==> config.mk <==
export PLATFORM = sky130hd
export DESIGN_NAME = mem_burst_master
export DESIGN_NICKNAME = d
export VERILOG_FILES = /design/src/rtl/mem_burst_master.sv
export SDC_FILE = /design/constraint.sdc
export NUM_CORES = 1
export LEC_CHECK = 0
export ABC_CLOCK_PERIOD_IN_PS = 5000
export BUFFER_PORTS_ARGS = -buffer_cell sky130_fd_sc_hd__buf_4
export CAP_MARGIN = 30
export CORE_MARGIN = 1
export CORE_UTILIZATION = 54
export DETAILED_ROUTE_END_ITERATION = 16
export PLACE_DENSITY = 0.89
export SLEW_MARGIN = 5
export SYNTH_ARGS = -nofsm -noshare
export SYNTH_HDL_FRONTEND = slang
export SYNTH_SLANG_ARGS = --single-unit
==> constraint.sdc <==
create_clock -name clk_i -period 5 [get_ports clk_i]
set_input_delay 1 -clock clk_i [delete_from_list [all_inputs] [get_ports clk_i]]
set_output_delay 1 -clock clk_i [all_outputs]
set_load 0.02 [all_outputs]
==> src/rtl/mem_burst_master.sv <==
// Burst engine: splits one addr/len/dir command into single-beat valid/ready memory accesses.
// Latency: read beat k valid in cycle 3+2k, done in 2N+1; write done in 3N+1 (5N+1 with WR_VERIFY_EN).
// Backpressure: holds in FETCH until write data arrives; WAIT aborts after TIMEOUT cycles without mem_ready_i.
module mem_burst_master #(
  parameter int DEPTH      = 64,
  parameter int WIDTH      = 16,
  parameter int ADDR_WIDTH = $clog2(DEPTH),
  parameter int MAX_LEN    = 16,
  parameter int LEN_WIDTH  = $clog2(MAX_LEN) + 1,
  parameter int TIMEOUT    = 8
) (
  input  logic                  clk_i,
  input  logic                  rst_i,
  input  logic                  cmd_valid_i,
  output logic                  cmd_ready_o,
  input  logic                  cmd_wr_i,
  input  logic [ADDR_WIDTH-1:0] cmd_addr_i,
  input  logic [LEN_WIDTH-1:0]  cmd_len_i,
  input  logic [WIDTH-1:0]      wr_data_i,
  input  logic                  wr_data_valid_i,
  output logic                  wr_data_ready_o,
  output logic [WIDTH-1:0]      rd_data_o,
  output logic                  rd_data_valid_o,
  output logic                  busy_o,
  output logic                  done_o,
  output logic                  err_o,
  output logic                  mem_valid_o,
  output logic                  mem_wr_rd_en_o,
  output logic [ADDR_WIDTH-1:0] mem_addr_o,
  output logic [WIDTH-1:0]      mem_wdata_o,
  input  logic                  mem_ready_i,
  input  logic [WIDTH-1:0]      mem_rdata_i
);

  localparam int TMO_W = $clog2(TIMEOUT + 1);

`ifdef WR_VERIFY_EN
  typedef enum logic [2:0] {S_IDLE, S_FETCH, S_ISSUE, S_WAIT, S_DONE, S_VISSUE, S_VWAIT} state_t;
`else
  typedef enum logic [2:0] {S_IDLE, S_FETCH, S_ISSUE, S_WAIT, S_DONE} state_t;
`endif

  state_t                state_q, state_nxt;
  logic [ADDR_WIDTH-1:0] addr_q;
  logic [LEN_WIDTH-1:0]  len_q;
  logic [LEN_WIDTH-1:0]  beat_cnt;
  logic [WIDTH-1:0]      wdata_q;
  logic [TMO_W-1:0]      tmo_cnt;
  logic                  wr_q;
  logic                  err_q;

  logic cmd_acc, wr_acc, in_wait, tmo_expired, last_beat, beat_done, rd_capture;

  assign cmd_acc    = cmd_valid_i && (state_q == S_IDLE);
  assign wr_acc     = wr_data_valid_i && (state_q == S_FETCH);
  assign last_beat  = (beat_cnt == len_q - LEN_WIDTH'(1));
  assign rd_capture = (state_q == S_WAIT) && mem_ready_i && !wr_q;
`ifdef WR_VERIFY_EN
  assign in_wait    = (state_q == S_WAIT) || (state_q == S_VWAIT);
  // A write beat only counts once its verify read has returned.
  assign beat_done  = rd_capture || ((state_q == S_VWAIT) && mem_ready_i);
`else
  assign in_wait    = (state_q == S_WAIT);
  assign beat_done  = in_wait && mem_ready_i;
`endif
  assign tmo_expired = in_wait && !mem_ready_i && (tmo_cnt == TMO_W'(TIMEOUT - 1));

  always_ff @(posedge clk_i or negedge rst_i) begin
    if (!rst_i) state_q <= S_IDLE;
    else        state_q <= state_nxt;
  end

  always_comb begin
    state_nxt = state_q;
    case (state_q)
      S_IDLE: begin
        if (cmd_valid_i) begin
          if (cmd_len_i == '0) state_nxt = S_DONE;
          else if (cmd_wr_i)   state_nxt = S_FETCH;
          else                 state_nxt = S_ISSUE;
        end
      end
      S_FETCH: if (wr_data_valid_i) state_nxt = S_ISSUE;
      S_ISSUE: state_nxt = S_WAIT;
      S_WAIT: begin
        if (mem_ready_i) begin
`ifdef WR_VERIFY_EN
          if (wr_q)           state_nxt = S_VISSUE;
          else if (last_beat) state_nxt = S_DONE;
          else                state_nxt = S_ISSUE;
`else
          if (last_beat)      state_nxt = S_DONE;
          else if (wr_q)      state_nxt = S_FETCH;
          else                state_nxt = S_ISSUE;
`endif
        end else if (tmo_expired) begin
          state_nxt = S_DONE;
        end
      end
`ifdef WR_VERIFY_EN
      S_VISSUE: state_nxt = S_VWAIT;
      S_VWAIT: begin
        if (mem_ready_i)      state_nxt = last_beat ? S_DONE : S_FETCH;
        else if (tmo_expired) state_nxt = S_DONE;
      end
`endif
      S_DONE:  state_nxt = S_IDLE;
      default: state_nxt = S_IDLE;
    endcase
  end

  always_comb begin
    cmd_ready_o     = (state_q == S_IDLE);
    busy_o          = (state_q != S_IDLE);
    wr_data_ready_o = (state_q == S_FETCH);
`ifdef WR_VERIFY_EN
    mem_valid_o     = (state_q == S_ISSUE) || (state_q == S_VISSUE);
`else
    mem_valid_o     = (state_q == S_ISSUE);
`endif
    mem_wr_rd_en_o  = (state_q == S_ISSUE) && wr_q;
    done_o          = (state_q == S_DONE);
    err_o           = (state_q == S_DONE) && err_q;
  end

  assign mem_addr_o  = addr_q;
  assign mem_wdata_o = wdata_q;

  always_ff @(posedge clk_i or negedge rst_i) begin
    if (!rst_i) begin
      addr_q          <= '0;
      len_q           <= '0;
      beat_cnt        <= '0;
      wdata_q         <= '0;
      tmo_cnt         <= '0;
      wr_q            <= 1'b0;
      err_q           <= 1'b0;
      rd_data_o       <= '0;
      rd_data_valid_o <= 1'b0;
    end else begin
      rd_data_valid_o <= 1'b0;
      if (cmd_acc) begin
        addr_q   <= cmd_addr_i;
        len_q    <= cmd_len_i;
        wr_q     <= cmd_wr_i;
        beat_cnt <= '0;
        err_q    <= (cmd_len_i == '0);
      end
      if (wr_acc) wdata_q <= wr_data_i;
      // Counts consecutive idle WAIT cycles; cleared outside WAIT so each beat starts fresh.
      if (in_wait && !mem_ready_i) tmo_cnt <= tmo_cnt + TMO_W'(1);
      else                         tmo_cnt <= '0;
      if (tmo_expired) err_q <= 1'b1;
      if (rd_capture) begin
        rd_data_o       <= mem_rdata_i;
        rd_data_valid_o <= 1'b1;
      end
`ifdef WR_VERIFY_EN
      if ((state_q == S_VWAIT) && mem_ready_i && (mem_rdata_i != wdata_q)) err_q <= 1'b1;
`endif
      if (beat_done) begin
        addr_q   <= (addr_q == ADDR_WIDTH'(DEPTH - 1)) ? '0 : addr_q + ADDR_WIDTH'(1);
        beat_cnt <= beat_cnt + LEN_WIDTH'(1);
      end
    end
  end

endmodule

==> flow_results.org, run 1 <==
** Clocking
- Number of hold buffers added after cts :: 0
- Total clock buffers created by CTS :: 9
- Setup Buffers After CTS :: 0
- The clock net in this run drives a total of 58 sinks.
- The cell sitting at the root of the clock tree is a sky130_fd_sc_hd__clkbuf_8.
- In this run the number of H-tree levels came out at 3.
- TritonCTS built the clock tree.
- The number of gates resized after CTS was 0.
- Counting along the longest clock path gives a buffer depth of 2.
- The clock reaches the later pin of the worst-skew pair after 0.34 ns.
- After clock tree synthesis, the clock-pin slew on the worst setup and hold paths is 0.06 ns.

** Timing
- Across the routed clock network, the largest skew measured is 0.00672 ns.
- In the finished design, the share of the clock period the worst path needs comes to 55.0%.
- The hold violation total from the final report was 0.
- Setup violations remaining at the end of the flow were counted as 0.
- After routing, the total negative slack on setup checks comes to 0 ns.
- For the pin with the worst max-slew slack, the measured transition is 0.764 ns.
- After layout, the minimum clock period comes to 2.75 ns.
- Hold slack final :: 0.475 ns
- Measured against its own limit, the worst slew margin works out to 48.8%.
- The number of max-slew violations in the final report came to 0.
- RSZ-0062 raised after global routing :: no
- Highest attainable clock frequency :: 363 MHz

** Setup path
- The worst setup path is launched from a register.
- Worst setup EP type :: output pin
- Reg2reg end :: mem_wdata_o[7]
- Required time at the worst-slack endpoint :: 4.00 ns
- For flop-to-flop paths, the worst setup slack is 2.83 ns.
- In this run the worst setup path terminates at mem_wr_rd_en_o.
- Endpoint arrival time on the critical path :: 1.75 ns
- In this run the critical register-to-register path is launched from state_q[0].
- Type of the worst setup path :: reg2out
- For the worst flop-to-flop path, the logic depth is 3.
- Tracing the worst setup path back leads to its startpoint at state_q[1].
- In this run the worst path has a maximum fanout of 13.

** Finish
- Area growth syn-to-layout :: 35.5%
- The library cell used most frequently in the layout, excluding fill and tap cells, is sky130_fd_sc_hd__buf_4.
- Finished Layout Cells :: 397
- In the layout the commonest cells are 94 x sky130_fd_sc_hd__buf_4, 58 x sky130_fd_sc_hd__dfrtp_1, 33 x sky130_fd_sc_hd__mux2_2, 25 x sky130_fd_sc_hd__nand2_1, 12 x sky130_fd_sc_hd__o21ai_0.
- Register area :: 0.00145 mm2
- Area of all placed cells without fillers :: 0.00370 mm2
- Once layout is complete, the utilization of the core stands at 77.3%.
- After the last flow step, the layout net total stands at 378.
- Summing all multi-input logic gate instances after layout gives 0.00117 mm2.
- The post-route netlist has 45.2% of its cells at a drive strength greater than 1.
- The filler cells instantiated in the layout total 331.
- The number of antenna diodes in the final layout is 0.

** Global routing
- Gr ovfl total :: 0
- The number of antenna violations at the first check in global routing was 0.
- Maximum number of pins on one net before global-route repair :: 59
- The number of global-route vias before repair is 2010.
- The first global-routing pass estimated 9670 um of wire.
- Across every metal layer, demand over resource in global routing totals 24.6%.

** Logic synthesis
- Yosys mapped a number of flops with a built-in enable equal to 0.
- The cell area that synthesis handed to floorplanning was 0.00273 mm2.
- Synthesis Warnings :: 0
- Synthesized area divided by synthesized cell count :: 11.9 um2
- Sorting the synthesized cells by area gives the leading types as sky130_fd_sc_hd__dfrtp_1 53%, sky130_fd_sc_hd__mux2_2 14%, sky130_fd_sc_hd__nand2_1 3.4%.
- Count of distinct cell types in the synthesized netlist :: 53
- Post-synth top flop :: sky130_fd_sc_hd__dfrtp_1
- The number of nets in the synthesized netlist is 283.
- For this run, the register share of the synthesized area comes to 53.2%.
- The top cell type by area accounts for 53.2% of the synthesized area.
- Number of synthesized register bits :: 58
- Async set-reset flop share out of synthesis :: 100%
- After technology mapping, the gate count stands at 230.
- Summed over all instances, the cell type with the most area after synthesis is sky130_fd_sc_hd__dfrtp_1.

** Worst hold path
- Worst min path class :: reg2reg

** Route
- The count of nets left with antenna violations once routing finished came out at 0.
- In the routed layout, each cell is associated on average with a via count of 5.39.
- First-pass detailed-route iteration total :: 4
- In this run, the number of DRC markers left after iteration 0 of detailed routing was 116.
- The routed layout has 2140 vias.
- For this run, design rule violations remaining after detail routing come to 0.
- DRT Wirelength :: 6190 um
- In the final routed layout, each cell accounts on average for 15.6 um.

** Pwr
- Power spread over the standard cell area amounts to 675 mW/mm2.
- IR analysis of the VDD net gives a maximum drop of 0.345 mV.
- Leakage power summed over all cells :: 1.76 nW

** Run
- The tool flagged a number of max-cap violations equal to 0.

** Placed design
- DP Area :: 0.00345 mm2
- Once detailed placement completed, the half-perimeter wirelength came to 4330 um.
- In this run, placement finished with an instance count of 381.
- Final GP Congestion :: 0.882
- During placement, the flow inserted port buffers numbering 94.

** Die
- In this run the horizontal extent of the chip is 73.1 um.
- Floorplan row count :: 25
- Die span in y :: 73.1 um
- The initial utilization of the core area, before any placement, comes to 57.0%.
- Total die area :: 0.00534 mm2
- In this run the standard cell core region covers 0.00479 mm2.
- Top-level I/O count :: 95

** Outcome
- Run status :: completed
-- metal layers --
metal | vias to the layer above | part of all wire, % | global-route usage [%]
li1 | 1015 | - | -
met1 | 1025 | 42 | 32.0
met2 | 89 | 50 | 38.7
met3 | 11 | 6.6 | 5.52
met4 | 0 | 2.0 | 12.6
met5 | - | 0 | 0
-- kinds of logic (layout without fill, tap and decap cells) --
kind of cell	after synthesis	after routing	synth area share [%]
mux	34	34	14.0
flops	58	58	53.2
xor+xnor	8	8	2.57
buf+inv	18	118	3.76
simple gates	70	70	15.3
fa+ha+maj	4	4	1.83
compound gates	38	38	9.40
-- where the power goes --
group | leakage [nW] | switching (mW) | internal (mW)
logic | 0.926 | 0.563 | 0.528
registers | 0.714 | 0.191 | 0.675
clock network | 0.123 | 0.182 | 0.358
-- Yosys cell counts (all sizes together), types with 2 or more instances --
cell	instances
or3	3
a31oi	3
inv	8
nor2b	2
o31ai	2
nor2	10
xor2	4
mux2	33
ha	4
o21ai	13
nand3	5
nor3	5
o22ai	2
a21oi	4
o211ai	2
buf	9
dfrtp	58
xnor2	4
o32ai	2
nor3b	3
and2	4
nand2	26
-- state kept, by name, indices dropped and copies added, names as in the netlist --
name,count
tmo_cnt,4
mem_wdata_o,16
rd_data_valid_o,1
state_q,3
rd_data_o,16
mem_addr_o,6
len_q,5
wr_q,1
beat_cnt,5
err_q,1
-- cell type report --
type / instances / share of cell area, %
Sequential cell: 58 / 39.2
Multi-Input combinational cell: 154 / 31.8
Timing Repair Buffer: 94 / 19.1
Clock buffer: 12 / 4.19
Clock inverter: 4 / 2.64
Tap cell: 67 / 2.27
Inverter: 8 / 0.812
-- stage by stage --
| stage | power (mW) | setup WS (ns) |
|---|---|---|
| 2_1_floorplan | 1.54 | 2.49 |
| 3_3_place_gp | 1.91 | 2.63 |
| 3_5_place_dp | 1.96 | 2.59 |
| 4_1_cts | 2.51 | 2.28 |
| 5_1_grt | 2.64 | 2.18 |
| 6_report | 2.50 | 2.25 |
-- worst min-delay path by stage --
stage | slack (ns) | startpoint | end | cells past startpoint
2_1_floorplan | 0.43 | tmo_cnt[0] | tmo_cnt[0] | 1
3_3_place_gp | 0.46 | tmo_cnt[0] | tmo_cnt[0] | 1
3_5_place_dp | 0.47 | tmo_cnt[0] | tmo_cnt[0] | 1
4_1_cts | 0.48 | tmo_cnt[0] | tmo_cnt[0] | 1
5_1_grt | 0.49 | tmo_cnt[0] | tmo_cnt[0] | 1
6_report | 0.48 | tmo_cnt[0] | tmo_cnt[0] | 1
-- critical path: stages (launching register included) --
cell	delay, ns
sky130_fd_sc_hd__dfrtp_1	0.66
sky130_fd_sc_hd__nor3b_1	0.43
sky130_fd_sc_hd__and2_1	0.18
sky130_fd_sc_hd__buf_4	0.14
No activity file was read; power rests on OpenSTA's default activity.
==> run 2, diff against run 1 <==
ABC_CLOCK_PERIOD_IN_PS = 2400   (was 5000)
CORE_UTILIZATION = 45   (was 54)
PLACE_DENSITY = 0.8   (was 0.89)
clock period = 2.4 ns   (was 5 ns; I/O delays follow)
==> run 2 against run 1 <==
  * Worst hold slack got worse by 0.28 ns
  * First-iteration DRC count decreased by 45%
  * Register-to-register slack got worse by 2.4 ns
  * Count of clock-buffer cells in the layout is 2 higher
  * Critical path type unchanged
  * Clock skew grew 0.0013 ns
  * Cell count grew 2.0%
  * Flip-flop and latch count unchanged
  * Global-route usage is 4.3 points lower
  * Setup slack worse by 1.9 ns
  * Cell area down 1.1%
  * Wire length is 4.6% lower
==> flow_results.org, run 2 (synthesized netlist as in run 1, its figures left out) <==
** Setup path
- Together, buffers and inverters on the worst path number 1.
- Number of cells on the worst reg-to-reg path :: 4
- Launching element type of the critical path :: register
- On the worst path, the slowest cell contributes a delay of 0.61 ns.
- In this run the critical register-to-register path is captured at mem_addr_o[3].
- Of all nets on the critical path, the largest fanout is 13.
- The critical path goes through nor3b_1, and2_1, buf_4.
- Endpoint arrival time on the critical path :: 1.61 ns
- Crit-path leading delay family :: flip-flops
- Cell with the biggest individual delay on the critical path :: sky130_fd_sc_hd__dfrtp_1
- The worst setup path is of the reg2out kind.
- For flop-to-flop paths, the worst setup slack is 0.43 ns.
- Startpoint of the worst-slack reg-to-reg timing path :: state_q[1]
- STA classifies the critical path endpoint as an output pin.
- STA puts the critical path data required time at 1.92 ns.

** Pwr
- Across the VDD grid, the largest voltage drop is 0.633 mV.
- For this design the static power due to leakage is 1.75 nW.
- Dividing total power by cell area gives a power density of 1330 mW/mm2.

** Clocking
- TritonCTS built the clock tree.
- Hold repair after CTS inserted 0 buffers.
- Maximum root-to-sink buffer count :: 2
- Maximum level of the CTS H-tree :: 3
- After clock tree synthesis, the clock-pin slew on the worst setup and hold paths is 0.07 ns.
- The clock net in this run drives a total of 58 sinks.
- For the worst-skew pair, the clock arrives at the later sink with an insertion delay of 0.33 ns.
- The number of setup buffers added after CTS is 0.
- Cells resized by post-CTS repair :: 0
- Clock tree root buffer cell :: sky130_fd_sc_hd__clkbuf_8
- Total clock buffers created by CTS :: 9

** Global routing
- Entering global routing, the biggest net connects 59 pins.
- The number of antenna violations at the first check in global routing is 0.
- Gr ovfl total :: 0
- The number of global-route vias before repair came to 2141.
- Combined global-route utilization of all metal layers :: 20.3%
- Wire length of the first global-routing pass :: 9600 um

** Timing
- RSZ-0062 raised after global routing :: no
- Endpoints failing setup :: 0
- Clock Skew :: 0.00802 ns
- The number of max-slew violations in the final report was 0.
- Final period utilization :: 87.0%
- For the final routed database, the setup TNS stands at 0 ns.
- For the pin with the worst max-slew slack, the measured transition is 0.727 ns.
- The worst pin sits at a relative slew slack of 51.5%.
- Highest attainable clock frequency :: 479 MHz
- The hold violation total from the final report was 0.
- On the final layout, the worst hold slack is 0.190 ns.
- The clock period could shrink to 2.09 ns.

** Finish
- Most common cell after layout, fill and taps aside :: sky130_fd_sc_hd__buf_4
- Compared with the post-synthesis result, the final layout area differs by 34.0%.
- Fill cells in the final layout number 462.
- Leaving out fill and tap cells, the most frequent cells in the layout are 97 x sky130_fd_sc_hd__buf_4, 58 x sky130_fd_sc_hd__dfrtp_1, 33 x sky130_fd_sc_hd__mux2_2, 25 x sky130_fd_sc_hd__nand2_1.
- Antenna fix cells :: 0
- Once layout is done, the placed cells without fillers occupy 0.00366 mm2.
- The multi-input combinational cells in the finished layout cover a total of 0.00117 mm2.
- The sequential cells in the finished layout cover a total of 0.00145 mm2.
- Layout cell share with drive strength beyond 1 :: 45.3%
- Total number of nets in the final design :: 381

** Die
- The floorplan step set the die width to 79.9 um.
- Top-level I/O count :: 95
- Starting Density :: 48.1%
- Placeable core region :: 0.00568 mm2
- Floorplan row count :: 27
- The die covers 0.00638 mm2.
- The die is 79.9 um tall.

** Run
- Max-capacitance violation count :: 0

** Route
- DRT Wirelength :: 5910 um
- In the routed design, unresolved DRC markers number 0.
- For this run, the detailed router's first-pass iteration total came to 4.
- Using the TritonRoute via totals, the vias-per-cell ratio works out to 5.30.
- Antenna-violating nets left :: 0
- Average detailed-routed wire length per instance :: 14.6 um
- Across all layers, the routed design uses 2145 vias.
- The detailed router finished its first iteration with 64 violations.

** Worst hold path
- The path class of the tightest hold or removal check is in2async.

** Placed design
- Once placement finished, the instance area stood at 0.00347 mm2.
- Final GP Congestion :: 0.838
- The wire-length estimate of the detail-placed layout is 4260 um.
- Port Buffers :: 94

** Outcome
- The flow ran to the end, and the final reports show no timing, DRC or antenna violations.
run 2: cell count changes in the layout (fill, tap and decap cells not counted):
cell                         delta
sky130_fd_sc_hd__bufinv_16      -3
sky130_fd_sc_hd__clkbuf_1       +1
sky130_fd_sc_hd__clkinv_2       +2
sky130_fd_sc_hd__buf_4          +3
sky130_fd_sc_hd__clkinvlp_4     -1
sky130_fd_sc_hd__clkbuf_8       +1
run 2: power breakdown:
part	internal [mW]	leakage [nW]	total (mW)	switching, mW
Combinational	1.12	0.942	2.28	1.16
Sequential	1.41	0.714	1.79	0.380
Clock	0.456	0.0965	0.813	0.356
run 2: worst max-delay path by stage:
stage,start,end,cells after the start,slack [ns]
after floorplan,state_q[0],mem_wr_rd_en_o,3,0.41
after global placement,state_q[1],mem_addr_o[3],4,0.50
after detailed placement,state_q[0],rd_data_o[11],3,0.42
after CTS,state_q[1],mem_wr_rd_en_o,3,0.29
after global routing,state_q[1],mem_wr_rd_en_o,3,0.14
final,state_q[1],mem_wr_rd_en_o,3,0.31
run 2: area by class of cell:
class                      count  share of cell area, %
sequential                    58                   39.7
inverter                       8                  0.821
multi-input combinational    154                   32.1
clock buffer                  14                   4.72
timing repair buffer          97                   19.9
tap                           72                   2.46
clock inverter                 2                  0.274
run 2: metal layers:
metal	global-route usage (%)	share of wire, %	vias up
li1	-	-	1022
met1	24.3	43	1023
met2	32.6	48	82
met3	4.69	6.1	18
met4	13.4	2.8	0
met5	0	0	-
run 2: metrics by stage:
step / setup WS [ns] / power (mW) / utilization [%] / std cells
2_1_floorplan: 0.405 / 3.21 / - / 230
3_3_place_gp: 0.502 / 4.03 / 61.2 / 389
3_5_place_dp: 0.423 / 4.10 / 61.2 / 389
4_1_cts: 0.288 / 4.93 / 64.4 / 405
5_1_grt: 0.136 / 5.19 / 64.4 / 405
6_report: 0.311 / 4.88 / 64.4 / 405
